## config.mk

```make
export PLATFORM = sky130hd
export DESIGN_NAME = fifo_rptr_empty
export DESIGN_NICKNAME = d
export VERILOG_FILES = /design/src/rtl/fifo_rptr_empty.sv
export SDC_FILE = /design/constraint.sdc
export NUM_CORES = 1
export LEC_CHECK = 0
export ABC_AREA = 1
export BUFFER_PORTS_ARGS = -buffer_cell sky130_fd_sc_hd__buf_2
export CAP_MARGIN = 20
export CORE_ASPECT_RATIO = 1.5
export CORE_MARGIN = 2
export CORE_UTILIZATION = 53
export DETAILED_ROUTE_END_ITERATION = 16
export GPL_ROUTABILITY_DRIVEN = 0
export PLACE_DENSITY_LB_ADDON = 0.08
export SETUP_SLACK_MARGIN = 0.1
export SKIP_LAST_GASP = 1
export SLEW_MARGIN = 20
export SYNTH_ARGS = -nofsm -noshare
export SYNTH_HDL_FRONTEND = slang
export SYNTH_SLANG_ARGS = --single-unit
```

## constraint.sdc

```tcl
create_clock -name rclk -period 2.4 [get_ports rclk]
set_clock_uncertainty 0.1 [all_clocks]
set_input_delay 0.24 -clock rclk [delete_from_list [all_inputs] [get_ports rclk]]
set_output_delay 0.24 -clock rclk [all_outputs]
set_load 0.02 [all_outputs]
```

## src/rtl/fifo_rptr_empty.sv

```systemverilog
// Read-side pointer / empty-flag controller for an async FIFO, clocked in the read domain.
// Latency: a pop updates raddr/rptr_gray/rempty/rlevel at the accepting edge; writes become visible after 2-3 rclk edges.
// Backpressure: rinc is ignored while rempty=1 (no pointer movement, no error).
//
// Ports:
//   rclk, rrst_n       read clock, async active-low reset
//   rinc               read request, qualified internally by ~rempty
//   wptr_gray          write pointer (Gray), asynchronous to rclk, 2-flop synchronised here
//   raddr              RAM read address (low ADDR_SIZE bits of the binary read pointer)
//   rptr_gray          registered Gray read pointer to the write domain
//   rempty             registered empty flag (pessimistic)
//   rlevel             registered occupancy 0..2^ADDR_SIZE; built only when RLEVEL_EN is defined, else tied to 0

// Parameterised Kogge-Stone prefix adder: sum = a + b + cin, modulo 2^W.
module prefix_adder #(
  parameter int W = 8
) (
  input  logic [W-1:0] a,
  input  logic [W-1:0] b,
  input  logic         cin,
  output logic [W-1:0] sum
);
  // Column 0 carries cin as a pure generate; column j+1 is bit j.
  localparam int L = $clog2(W + 1);

  logic [W-1:0] p_bit;
  assign p_bit = a ^ b;

  genvar k, j;
  for (k = 0; k <= L; k++) begin : lvl
    logic [W:0] g;
    logic [W:0] p;
    if (k == 0) begin : base
      assign g = {a & b, cin};
      assign p = {p_bit, 1'b0};
    end else begin : merge
      localparam int D = 1 << (k - 1);
      for (j = 0; j <= W; j++) begin : col
        if (j >= D) begin : comb
          assign g[j] = lvl[k-1].g[j] | (lvl[k-1].p[j] & lvl[k-1].g[j-D]);
          assign p[j] = lvl[k-1].p[j] & lvl[k-1].p[j-D];
        end else begin : pass
          assign g[j] = lvl[k-1].g[j];
          assign p[j] = lvl[k-1].p[j];
        end
      end
    end
  end

  // After the last level, column j holds the carry into bit j.
  assign sum = p_bit ^ lvl[L].g[W-1:0];
endmodule

module fifo_rptr_empty #(
  parameter int ADDR_SIZE = 10
) (
  input  logic                 rclk,
  input  logic                 rrst_n,
  input  logic                 rinc,
  input  logic [ADDR_SIZE:0]   wptr_gray,
  output logic [ADDR_SIZE-1:0] raddr,
  output logic [ADDR_SIZE:0]   rptr_gray,
  output logic                 rempty,
  output logic [ADDR_SIZE:0]   rlevel
);
  localparam int PW = ADDR_SIZE + 1;

  logic [PW-1:0] rbin;
  logic [PW-1:0] rbin_next;
  logic [PW-1:0] rgray_next;
  logic [PW-1:0] wq1;
  logic [PW-1:0] wq2;
  logic          rpop;
  logic          rempty_next;

  assign rpop = rinc & ~rempty;

  prefix_adder #(.W(PW)) u_rptr_inc (
    .a   (rbin),
    .b   ({PW{1'b0}}),
    .cin (rpop),
    .sum (rbin_next)
  );

  assign rgray_next  = (rbin_next >> 1) ^ rbin_next;
  // Full-width compare: wrap bit must match too, otherwise a full FIFO would look empty.
  assign rempty_next = (rgray_next == wq2);
  assign raddr       = rbin[ADDR_SIZE-1:0];

  always_ff @(posedge rclk or negedge rrst_n) begin
    if (!rrst_n) begin
      rbin      <= '0;
      rptr_gray <= '0;
      wq1       <= '0;
      wq2       <= '0;
      rempty    <= 1'b1;
    end else begin
      rbin      <= rbin_next;
      rptr_gray <= rgray_next;
      wq1       <= wptr_gray;
      wq2       <= wq1;
      rempty    <= rempty_next;
    end
  end

`ifdef RLEVEL_EN
  logic [PW-1:0] wbin_sync;
  logic [PW-1:0] rlevel_next;

  // Gray-to-binary: each binary bit is the XOR of all Gray bits at or above it.
  always_comb begin
    wbin_sync         = '0;
    wbin_sync[PW-1]   = wq2[PW-1];
    for (int i = PW - 2; i >= 0; i--) begin
      wbin_sync[i] = wbin_sync[i+1] ^ wq2[i];
    end
  end

  // Modulo-2^PW difference; a full FIFO yields exactly 2^ADDR_SIZE.
  assign rlevel_next = wbin_sync - rbin_next;

  always_ff @(posedge rclk or negedge rrst_n) begin
    if (!rrst_n) begin
      rlevel <= '0;
    end else begin
      rlevel <= rlevel_next;
    end
  end
`else
  assign rlevel = '0;
`endif

endmodule

```

==> results.yml <==
outcome:
  status: "finished with violations"
  violations: "negative hold slack"
floorplan:
  initial_utilization_pct: 54.9
  ios: 47
  std_cell_rows: 27
  die_h_um: 79.7
  core_area_mm2: 0.00368
  die_area_mm2: 0.00434
  die_w_um: 54.4
pwr:
  ir_drop_v: 0.000825
  p_int_mw: 1.38
  leakagePower_nw: 1.32
  switching_share_pct: 40.2
  combPwrFrac_pct: 37.5
  p_clk_share_pct: 20.6
  p_switching_mw: 0.927
  seqPwrFrac_pct: 42.0
  powerDensity_mw_per_mm2: 954
worst_hold_path:
  min_path_type: "in2async"
timing:
  setup_viol: 0
  rsz0062_at_grt: "no"
  slew_violations: 0
  timing.hold.ws_ps: -20.7
  maxSlewHeadroom_pct: 38.2
  tightestPinTransition_ps: 927
  clock.fmax_ghz: 0.495
  layout_worst_path_cycle_share_pct: 84.1
  hold_viol_final: 43
  tns_ps: 0
  fin_crit_ps: 2020
worst_setup_path:
  crit_path_max_fanout: 6
  timing.rr.end: "rempty"
  r2r_slack_ps: 380
  end_kind: "register"
  path_class: "reg2reg"
  required_ps: 2540
  crit_arrival_ps: 2150
  r2r-start: "rempty"
  startpoint: "rempty"
  endpoint: "rempty"
  reg2reg_depth: 14
  worst_setup_path_start_kind: "register"
route:
  wirelength_um: 3420
  dr.pass1.iters: 4
  vias_per_cell: 4.63
  drc: 0
  vias: 1548
  ant_nets: 0
  routedWlPerCell_um: 10.3
  drtIter0Drc: 16
final_layout:
  final_layout_size_suffix_gt1_share_pct: 22.3
  design_area_mm2: 0.00241
  area_delta_synth_final_pct: 19.4
  layout.cells.non_filler: 334
  final_nets: 305
  diodes: 0
  multiInputGateArea_um2: 744
  regArea_mm2: 0.00110
  fillers: 311
logic_synthesis:
  synth.distinct_cells: 17
  ys_seq_area_share_pct: 54.5
  netlist_area_mm2: 0.00202
  yosysWarningCount: 0
  synth_area_per_cell_um2: 8.47
  syn_inst: 239
  ys_ff_latch: 44
global_route:
  antenna_found_initial: 0
  gr-total-overflow: 0
  grt_pass1_wl_um: 5750
  track_usage_pct: 18.6
  grt_max_degree: 45
  first_global_vias: 1418
clocking:
  cts_tree: "built"
  htree_levels: 2
  path_clk_slew_ps: 80
  cts.sinks: 44
  clockRootBuffer: "clkbuf_8"
  cts_made_buffers: 5
  clk_path_buf_depth: 2
  clock_latency_ps: 290
placed_design:
  place_hpwl_um: 2580
  place_area_mm2: 0.00220
  numPortBuffers: 35
  placedCellCount: 315
run:
  cap_violations: 0
cells in the final DEF, fill, tap and decap left out, types with 6 or more instances in the layout:
master         Yosys  routed
nand3_1           31      31
buf_2              0      35
nand2_2           11      11
inv_1             33      33
conb_1             1      11
nand2_1           81      81
dfrtp_1           43      43
nor2_1             7       7
dlygate4sd3_1      0      11
clkbuf_8           0       6
worst min path at each step:
stage | startpoint | to | slack [ps]
after floorplan | rrst_n | rbin[0] | -160
after global placement | wq1[2] | wq2[2] | 230
after detailed placement | wq1[6] | wq2[6] | 240
after CTS | rrst_n | wq1[1] | 10
after global routing | rrst_n | wq1[1] | 60
final | rrst_n | wq1[1] | -20
cells by family after synthesis:
logic type	share of synthesized area [%]
AND/OR/NAND/NOR	32.0
adder cells (fa/ha/maj)	0.618
other	0.185
flip-flops	54.5
XOR/XNOR	1.73
buffers and inverters	10.9
power groups by stage:
stage          clock, mW  combinational [mW]  sequential [mW]
4_1_cts            0.494               0.869            0.968
3_3_place_gp           0               0.841            0.979
3_5_place_dp           0               0.852            0.981
5_1_grt            0.519               0.990            0.987
2_1_floorplan          0               0.532             1.08
6_report           0.475               0.863            0.967
area by class of cell:
type	instances	area share [%]
flip-flops and latches	44	45.6
multi-input cells	158	30.8
clock inverters	2	0.622
inverters	35	5.44
repair buffers	46	11.8
clock buffers	6	3.42
well taps	43	2.23
metrics by stage:
stage	total power, mW	utilization (%)	worst slack (ps)
after floorplan	1.61	-	488
after global placement	1.82	59.7	353
after detailed placement	1.83	59.7	305
after CTS	2.33	65.4	283
after global routing	2.50	65.6	120
final	2.30	65.6	381
repair_timing:
action	CTS	global route
endpoints found under the hold margin	11	0
setup endpoints to repair	0	1
setup buffers	0	0
hold buffers	11	0
resized for setup	0	2
registers in the layout (all words and copies together), names as in the netlist:
signal	flops
rbin	11
wq1	11
wq2	11
rptr_gray	10
rempty	1
synth_stat cells:
cell type / count / area share [%]
nand2_1: 81 / 15
dfrtp_1: 43 / 53
inv_1: 33 / 6.1
nand3_1: 31 / 7.7
buf_4: 12 / 4.5
nand2_2: 11 / 3.4
nor2_1: 7 / 1.3
nand4_1: 5 / 1.5
nor2_2: 3 / 0.93
nor2_4: 3 / 1.7
inv_2: 2 / 0.37
xnor2_1: 2 / 0.87
xor2_1: 2 / 0.87
conb_1: 1 / 0.19
dfstp_2: 1 / 1.3
ha_1: 1 / 0.62
nand3_2: 1 / 0.49
critical path, cell delays in order, from the launching register on:
cell and delay (ps):
dfstp_2 390, nor2_4 160, ha_2 230, nand2_1 120, nor2_4 170, nand3_1 90
nand2_1 80, nand2_2 90, inv_2 90, nand2_1 60, nand3_1 80, nand2_1 50
inv_1 40, nand3_1 80, nor2_1 110
metal layers:
layer	global-route usage, %	wire length, um	up-vias
li1	-	-	809
met1	22.3	1540	698
met2	30.7	1660	35
met3	3.93	144	6
met4	9.00	76	0
met5	0	0	-
(Power assumes the default switching activity.)
